[config.mk]
export PLATFORM = sky130hd
export DESIGN_NAME = vga_scanout
export DESIGN_NICKNAME = d
export VERILOG_FILES = /design/src/rtl/vga_scanout.sv
export SDC_FILE = /design/constraint.sdc
export NUM_CORES = 1
export LEC_CHECK = 0
export CAP_MARGIN = 20
export CORE_MARGIN = 1.5
export CORE_UTILIZATION = 35
export CTS_BUF_LIST = sky130_fd_sc_hd__clkbuf_16
export DETAILED_ROUTE_END_ITERATION = 7
export PLACE_DENSITY = 0.53
export SLEW_MARGIN = 20
export SYNTH_ARGS = -nofsm -noshare
export SYNTH_HDL_FRONTEND = slang
export SYNTH_SLANG_ARGS = --single-unit
[constraint.sdc]
create_clock -name clock -period 17.2 [get_ports clock]
set_input_delay 2.58 -clock clock [delete_from_list [all_inputs] [get_ports clock]]
set_output_delay 2.58 -clock clock [all_outputs]
set_load 0.05 [all_outputs]
[src/rtl/vga_scanout.sv]
// vga_scanout: display-side reader of the double-buffered framebuffer.
// Generates VGA raster timing from the system clock through a pixel-clock
// enable, issues prefetched framebuffer read addresses, and maps the returned
// 4-bit colour index through a writable 16-entry palette to RGB444.
//
// Ports:
//   clock, reset        system clock, asynchronous active-high reset
//   addr_vga            framebuffer read address (prefetched one pixel ahead)
//   data_vga            colour index, valid one clock after addr_vga
//   pal_we/addr/data    palette write port, {r,g,b} nibbles
//   vga_r/g/b           registered pixel colour
//   vga_hsync/vsync     registered active-low syncs
//   vga_de              high while a visible pixel is being output
//   frame_start         one-clock pulse when the counters wrap to (0,0)
module vga_scanout #(
    parameter int unsigned CLK_DIV     = 4,
    parameter int unsigned H_ACTIVE    = 640,
    parameter int unsigned H_FP        = 16,
    parameter int unsigned H_SYNC      = 96,
    parameter int unsigned H_BP        = 48,
    parameter int unsigned V_ACTIVE    = 480,
    parameter int unsigned V_FP        = 10,
    parameter int unsigned V_SYNC      = 2,
    parameter int unsigned V_BP        = 33,
    parameter int unsigned FB_WIDTH    = 320,
    parameter int unsigned SCALE_SHIFT = 1
) (
    input  logic        clock,
    input  logic        reset,
    output logic [18:0] addr_vga,
    input  logic [3:0]  data_vga,
    input  logic        pal_we,
    input  logic [3:0]  pal_addr,
    input  logic [11:0] pal_data,
    output logic [3:0]  vga_r,
    output logic [3:0]  vga_g,
    output logic [3:0]  vga_b,
    output logic        vga_hsync,
    output logic        vga_vsync,
    output logic        vga_de,
    output logic        frame_start
);

    localparam int unsigned H_TOTAL    = H_ACTIVE + H_FP + H_SYNC + H_BP;
    localparam int unsigned V_TOTAL    = V_ACTIVE + V_FP + V_SYNC + V_BP;
    localparam int unsigned HW         = $clog2(H_TOTAL);
    localparam int unsigned VW         = $clog2(V_TOTAL);
    localparam int unsigned DW         = (CLK_DIV > 1) ? $clog2(CLK_DIV) : 1;
    localparam int unsigned AW         = 19;
    localparam int unsigned HS_START   = H_ACTIVE + H_FP;
    localparam int unsigned HS_END     = HS_START + H_SYNC;
    localparam int unsigned VS_START   = V_ACTIVE + V_FP;
    localparam int unsigned VS_END     = VS_START + V_SYNC;
    localparam int unsigned SCALE_MASK = (1 << SCALE_SHIFT) - 1;

    logic [DW-1:0] div;
    logic [HW-1:0] h_count;
    logic [VW-1:0] v_count;
    logic [AW-1:0] line_base;
    logic [11:0]   palette [16];

    logic          tick_c;
    logic          h_last_c;
    logic          v_last_c;
    logic [HW-1:0] h_next_c;
    logic [VW-1:0] v_next_c;
    logic          cur_vis_c;
    logic          next_vis_c;
    logic          in_hs_c;
    logic          in_vs_c;
    logic [AW-1:0] base_next_c;
    logic [AW-1:0] addr_next_c;

    // Pixel-clock enable divider.
    assign tick_c = (div == DW'(CLK_DIV - 1));

    always_ff @(posedge clock or posedge reset) begin
        if (reset) begin
            div <= '0;
        end else if (tick_c) begin
            div <= '0;
        end else begin
            div <= div + DW'(1);
        end
    end

    // Successor position, visibility, sync windows and prefetch address.
    always_comb begin
        h_last_c    = (h_count == HW'(H_TOTAL - 1));
        v_last_c    = (v_count == VW'(V_TOTAL - 1));
        h_next_c    = h_count + HW'(1);
        v_next_c    = v_count;
        base_next_c = line_base;
        if (h_last_c) begin
            h_next_c = '0;
            if (v_last_c) begin
                v_next_c    = '0;
                base_next_c = '0;
            end else begin
                v_next_c = v_count + VW'(1);
                // Move to the next framebuffer row once every replicated line group is done.
                if ((v_count < VW'(V_ACTIVE)) &&
                    ((v_count & VW'(SCALE_MASK)) == VW'(SCALE_MASK))) begin
                    base_next_c = line_base + AW'(FB_WIDTH);
                end
            end
        end
        cur_vis_c   = (h_count < HW'(H_ACTIVE)) && (v_count < VW'(V_ACTIVE));
        next_vis_c  = (h_next_c < HW'(H_ACTIVE)) && (v_next_c < VW'(V_ACTIVE));
        in_hs_c     = (h_count >= HW'(HS_START)) && (h_count < HW'(HS_END));
        in_vs_c     = (v_count >= VW'(VS_START)) && (v_count < VW'(VS_END));
        addr_next_c = base_next_c + AW'(h_next_c >> SCALE_SHIFT);
    end

    // Raster counters, line base and registered pixel outputs, all tick-gated.
    always_ff @(posedge clock or posedge reset) begin
        if (reset) begin
            h_count   <= '0;
            v_count   <= '0;
            line_base <= '0;
            addr_vga  <= '0;
            vga_r     <= '0;
            vga_g     <= '0;
            vga_b     <= '0;
            vga_de    <= 1'b0;
            vga_hsync <= 1'b1;
            vga_vsync <= 1'b1;
        end else if (tick_c) begin
            h_count   <= h_next_c;
            v_count   <= v_next_c;
            line_base <= base_next_c;
            // Address for the next pixel goes out now so its data is back by the next tick.
            if (next_vis_c) begin
                addr_vga <= addr_next_c;
            end
            vga_de    <= cur_vis_c;
            vga_hsync <= ~in_hs_c;
            vga_vsync <= ~in_vs_c;
            if (cur_vis_c) begin
                {vga_r, vga_g, vga_b} <= palette[data_vga];
            end else begin
                {vga_r, vga_g, vga_b} <= 12'h000;
            end
        end
    end

    // Frame wrap pulse.
    always_ff @(posedge clock or posedge reset) begin
        if (reset) begin
            frame_start <= 1'b0;
        end else begin
            frame_start <= tick_c && h_last_c && v_last_c;
        end
    end

    // Palette: grey ramp at reset, writable at any time.
    always_ff @(posedge clock or posedge reset) begin
        if (reset) begin
            for (int i = 0; i < 16; i++) begin
                palette[i] <= {4'(i), 4'(i), 4'(i)};
            end
        end else if (pal_we) begin
            palette[pal_addr] <= pal_data;
        end
    end

endmodule
==> impl_metrics.ini, run 1 <==
[logic_synthesis]
synthArstFlopShare = 1.000
ys_ff_latch = 268
syn_inst = 980
synth_top_family_by_area = multiplexers
yosysSeqAreaShare = 0.5193
synthAdderAreaFrac = 0.01579
synth_xor_xnor_area_share = 0.02207
synth_edf_count = 0
netlist_area_um2 = 13150
syn_nets = 1019
ys_types = 62
synth_simple_gate_area_frac = 0.07907
yosys_warnings = 0
avgSynthCellArea_um2 = 13.42
synthFlopType = dfrtp_1
muxShareOfSynthArea = 0.2840
synth_compound_area_frac = 0.04776

[clock_tree]
htreeDepth = 1
post_cts_buffers = 0
clock_path_buffers = 3
clockRootBuffer = clkbuf_16
ctsResizeCount = 0
ctsHoldBuffers = 0
numCtsBuffers = 30
worstSkewPairLatency_ns = 0.60
cts_tree = built
cts_sinks = 268
clkTransAtPathRegs_ns = 0.06

[job]
maxCapViolCount = 0

[die]
rows = 70
die-area_um2 = 38740
ios = 58
initial_core_util = 0.3575
die_x_um = 196.8
coreArea_um2 = 36790
die_h_um = 196.8

[pwr]
cellLeakagePower_nw = 6.164
ir_drop_mv = 0.09383
power_density_nw_per_um2 = 114.5

[min_path]
hold_path.class = flop to flop

[sta]
hold_viol = 0
tns_ns = 0
finalCriticalPeriod_ns = 4.801
worst_pin_slew_ns = 1.119
rsz0062_at_grt = no
hold-worst-slack_ns = 0.4377
skew_ns = 0.04846
maxSlewViolCount = 0
relSlewSlack = 0.2530
setup_viol = 0
finalCritPeriodShare = 0.2791
fmax_ghz = 0.2083

[setup_path]
r2r_slack_ns = 12.40
endpoint_kind = flop
cp.required_ns = 17.62
cp-endpoint = addr_vga[12]$_DFFE_PP0P_
worstSetupPathType = flop to flop
critPathLaunch = h_count[0]$_DFFE_PP0P_
cp_max_fo = 14
crit_arrival_ns = 5.22
r2r_start = h_count[0]$_DFFE_PP0P_
r2r-end = addr_vga[12]$_DFFE_PP0P_
start_kind = flop
r2r_cells = 14

[global_route]
grt_pass1_vias = 8411
antenna_found_initial = 1
grt_max_degree = 115
grt_usage = 0.1663
grt_pass1_wl_mm = 49.67
grt_overflow_total = 0

[detailed_routing]
drt-pass1-iter-count = 6
wl_mm = 31.51
vias = 7968
antenna_left = 0
drtIter0Drc = 342
wire_per_inst_um = 20.99
drc_errors = 0
via_per_inst = 5.308

[layout]
finalNetCount = 1048
area_growth_pct = 14.15
layout_commonest_cell = mux2_2
finish.utilization = 0.4081
antenna_cells = 0
final_cell_mix = 209 x mux2_2, 170 x dfrtp_1, 98 x dfstp_2, 60 x mux4_2, 55 x clkdlybuf4s50_1
drive_gt1_frac = 0.4172

[status]
status = complete, no violations

[place]
port-buffer-count = 57
post-dp-hpwl_mm = 19.05
gp_congestion = 0.7857
==> cells in the mapped netlist (3+ instances only) <==
| library cell | n | share of area |
|---|---|---|
| nor4_1 | 3 | 0.0014 |
| mux2i_1 | 3 | 0.0023 |
| or4_1 | 3 | 0.0017 |
| o31ai_1 | 9 | 0.0051 |
| and3_1 | 8 | 0.0038 |
| clkbuf_1 | 48 | 0.014 |
| nand3_1 | 18 | 0.0069 |
| o22ai_1 | 13 | 0.0062 |
| a31oi_1 | 3 | 0.0014 |
| nor3_1 | 5 | 0.0019 |
| nand2_1 | 47 | 0.013 |
| nand4_1 | 15 | 0.0071 |
| o21a_1 | 4 | 0.0023 |
| buf_2 | 6 | 0.0023 |
| nand2b_1 | 6 | 0.0029 |
| nor3b_1 | 3 | 0.0017 |
| o21ai_0 | 25 | 0.0095 |
| a21oi_1 | 13 | 0.0049 |
| or3_1 | 8 | 0.0038 |
| buf_1 | 8 | 0.0023 |
| mux2_2 | 209 | 0.18 |
| o211ai_1 | 3 | 0.0017 |
| xnor2_1 | 18 | 0.012 |
| nor2_1 | 41 | 0.012 |
| buf_6 | 3 | 0.0026 |
| mux4_2 | 60 | 0.10 |
| dfrtp_1 | 170 | 0.32 |
| dfstp_2 | 98 | 0.20 |
| ha_1 | 15 | 0.014 |
| inv_1 | 37 | 0.011 |
| and2_1 | 15 | 0.0071 |
| o21ai_1 | 4 | 0.0015 |
| a21o_1 | 5 | 0.0029 |
| xor2_1 | 12 | 0.0080 |
| a211o_1 | 3 | 0.0020 |
| nand3b_1 | 6 | 0.0034 |
| nor4b_1 | 3 | 0.0020 |
==> worst max-delay path, stage by stage (launching register included) <==
cell	delay (ns)
dfrtp_1	0.39
ha_1	0.24
and3_1	0.48
and3_1	0.49
nand2b_1	0.46
and2_1	0.33
ha_1	0.21
fa_1	0.43
a211o_1	0.28
o211ai_1	0.16
a21oi_1	0.17
o41a_1	0.41
nand2_1	0.16
nor3_1	0.07
o41ai_1	0.37
==> power breakdown <==
part / total, mW / switching [mW] / internal [mW]
Clock: 0.595 / 0.265 / 0.330
Sequential: 0.842 / 0.0595 / 0.782
Combinational: 0.281 / 0.118 / 0.163
Total: 1.72 / 0.442 / 1.28
==> layout make-up <==
type	count	area, µm²
repair buffers	63	615.6
well taps	468	585.6
flip-flops and latches	268	6829
fillers	3454	21770
clock inverters	26	157.7
clock buffers	30	750.7
inverters	37	146.4
multi-input cells	609	5926
==> how the worst min path moves through the flow <==
| stage | endpoint | start | depth (start not counted) | slack (ns) |
|---|---|---|---|---|
| CTS | div[0]$_DFF_PP0_ | div[0]$_DFF_PP0_ | 1 | 0.44 |
| global placement | div[0]$_DFF_PP0_ | div[0]$_DFF_PP0_ | 1 | 0.42 |
| finish | div[0]$_DFF_PP0_ | div[0]$_DFF_PP0_ | 1 | 0.44 |
| detailed placement | div[0]$_DFF_PP0_ | div[0]$_DFF_PP0_ | 1 | 0.43 |
| global route | div[0]$_DFF_PP0_ | div[0]$_DFF_PP0_ | 1 | 0.44 |
| floorplan | div[0]$_DFF_PP0_ | div[0]$_DFF_PP0_ | 1 | 0.40 |
==> per-layer routing <==
layer  vias up  GRT usage  routed length (µm)
met5         -          0                   0
met3        51    0.02669                 981
met4         0    0.04354                 739
met1      4170     0.2091               13770
li1       3634          -                   -
met2       113     0.2968               16020
==> through the flow <==
step / cell area [µm²] / total power [mW] / instances / setup slack [ns]
after floorplan: 13150 / 1.053 / 980 / 7.400
after global placement: 14090 / 1.129 / 1445 / 12.31
after detailed placement: 14090 / 1.137 / 1445 / 12.28
after CTS: 15000 / 1.744 / 1501 / 12.34
after global routing: 15010 / 1.802 / 1501 / 12.08
final: 15010 / 1.718 / 1501 / 12.40
==> state kept, by name (all words and copies together) (netlist names) <==
name and count:
palette 192, addr_vga 19, line_base 19, h_count 10, v_count 10, vga_b 4
vga_g 4, vga_r 4, div 2, frame_start 1, vga_de 1, vga_hsync 1
vga_vsync 1
==> kinds of logic after synthesis <==
kind of cell               Yosys count
adders and majority gates           16
buffers and inverters              103
and+or+nand+nor                    195
DFF                                268
AOI/OAI and AO/OA                   95
muxes                              272
xor gates and xnor gates            31
Power figures use the tool's default switching activity.
==> run 2, diff against run 1 <==
==> constraint.sdc (replaced) <==
create_clock -name clock -period 4.8 [get_ports clock]
set_input_delay 0.72 -clock clock [delete_from_list [all_inputs] [get_ports clock]]
set_output_delay 0.72 -clock clock [all_outputs]
set_load 0.05 [all_outputs]
==> impl_metrics.ini, run 2 (synthesis results as in run 1) <==
[clock_tree]
cts_tree = built
ctsResizeCount = 0
clockRootBuffer = clkbuf_16
clkTransAtPathRegs_ns = 0.06
post_cts_buffers = 0
worstSkewPairLatency_ns = 0.58
clock_path_buffers = 3
htreeDepth = 1
cts_sinks = 268
numCtsBuffers = 31
ctsHoldBuffers = 0

[die]
ios = 58
die_x_um = 196.8
die-area_um2 = 38740
coreArea_um2 = 36790
rows = 70
die_h_um = 196.8
initial_core_util = 0.3575

[setup_path]
worstSetupPathType = flop to flop
crit_arrival_ns = 4.59
cp.required_ns = 5.25
cp_max_fo = 11
start_kind = flop
endpoint_kind = flop

[sta]
relSlewSlack = 0.2888
worst_pin_slew_ns = 1.064
finalCriticalPeriod_ns = 4.146
tns_ns = 0
maxSlewViolCount = 0
hold_viol = 0
setup_viol = 0
finalCritPeriodShare = 0.8637
hold-worst-slack_ns = 0.4251
setup_slack_ns = 0.6542
rsz0062_at_grt = no
skew_ns = 0.01570
fmax_ghz = 0.2412

[detailed_routing]
drt-pass1-iter-count = 4
wl_mm = 30.95
antenna_left = 0
vias = 7967
wire_per_inst_um = 20.40
drc_errors = 0
via_per_inst = 5.252
drtIter0Drc = 385

[place]
place_area_um2 = 14190
pre_cts_slack_ns = 0.7076
place_inst = 1459
post-dp-hpwl_mm = 19.60
gp_congestion = 0.8075
port-buffer-count = 57

[global_route]
busiest_layer = met2
grt_overflow_total = 0
grt_pass1_wl_mm = 49.87
gr-usage-met1 = 0.2206
met2_usage = 0.2810
grt_pass1_vias = 8374
antenna_found_initial = 1
grt_usage = 0.1661
grt_max_degree = 98
grt.met3_usage = 0.02464

[pwr]
ir_drop_mv = 0.2903
cellLeakagePower_nw = 6.250
power_density_nw_per_um2 = 408.9

[status]
status = complete, no violations

[layout]
instances_no_fill = 1517
layout_commonest_cell = mux2_2
largest_reg_flops = 192
largest_register = palette
fin_area_um2 = 15130
n_fill_cell = 3467
area_growth_pct = 15.08
finalNetCount = 1063
top_regs = palette (192), addr_vga (19), line_base (19)
final_cell_mix = 209 x mux2_2, 170 x dfrtp_1, 98 x dfstp_2, 60 x mux4_2, 55 x clkdlybuf4s50_1
drive_gt1_frac = 0.4227

[min_path]
hold_path.class = flop to flop

[job]
maxCapViolCount = 0
-- run 2: area by class of cell --
type,instances,area [µm²],share of cell area
Clock buffer,31,775.7,0.05126
Clock inverter,26,157.7,0.01042
Multi-Input combinational cell,609,5911,0.3906
Antenna cell,1,2.502,0.0001654
Timing Repair Buffer,77,729.5,0.04820
Inverter,37,142.6,0.009425
Tap cell,468,585.6,0.03869
Sequential cell,268,6829,0.4513
-- run 2: metrics by stage --
stage	total power, mW	util
floorplan	3.774	-
global placement	4.040	0.3859
detailed placement	4.074	0.3859
CTS	6.288	0.4112
global route	6.496	0.4113
finish	6.189	0.4114
-- run 2: per-layer routing --
| metal | vias to the layer above | wire (µm) |
|---|---|---|
| met5 | - | 0 |
| met4 | 0 | 890 |
| met3 | 59 | 1147 |
| met2 | 142 | 15060 |
| met1 | 4096 | 13850 |
| li1 | 3670 | - |
-- run 2: power by group --
group | internal, mW | leakage (nW) | switching [mW] | total [mW]
Combinational | 0.590 | 2.56 | 0.432 | 1.02
Clock | 1.22 | 0.499 | 0.948 | 2.17
Sequential | 2.80 | 3.19 | 0.193 | 3.00
-- run 2: critical path: stages, from the launching register on --
cell      delay, ns
dfrtp_1        0.39
ha_1           0.24
and3_1         0.48
and3_1         0.45
nand2b_1       0.15
and2_1         0.18
ha_1           0.20
fa_1           0.42
a211o_1        0.28
o211ai_1       0.13
a21oi_1        0.17
o41a_1         0.39
nand2_1        0.14
nor3_1         0.06
o41ai_1        0.32
-- run 2: worst paths after layout --
check	start	endpoint	slack [ns]	cells past startpoint
setup / recovery	h_count[1]$_DFFE_PP0P_	addr_vga[12]$_DFFE_PP0P_	0.65	14
hold / removal	div[0]$_DFF_PP0_	div[0]$_DFF_PP0_	0.43	1
setup reg to reg	h_count[1]$_DFFE_PP0P_	addr_vga[12]$_DFFE_PP0P_	0.65	14
hold reg to reg	div[0]$_DFF_PP0_	div[0]$_DFF_PP0_	0.43	1
max in group asynchronous	reset	addr_vga[10]$_DFFE_PP0P_	3.10	3
min in group asynchronous	reset	div[0]$_DFF_PP0_	0.65	2
==> run 3, diff against run 2 <==
--- a/config.mk
+++ b/config.mk
@@ -11,6 +11,7 @@
 export CTS_BUF_LIST = sky130_fd_sc_hd__clkbuf_16
 export DETAILED_ROUTE_END_ITERATION = 7
 export PLACE_DENSITY = 0.53
+export SKIP_LAST_GASP = 1
 export SLEW_MARGIN = 20
 export SYNTH_ARGS = -nofsm -noshare
 export SYNTH_HDL_FRONTEND = slang
==> results of run 3 <==
No change in the layout: final DEF, timing and power equal those of run 2.
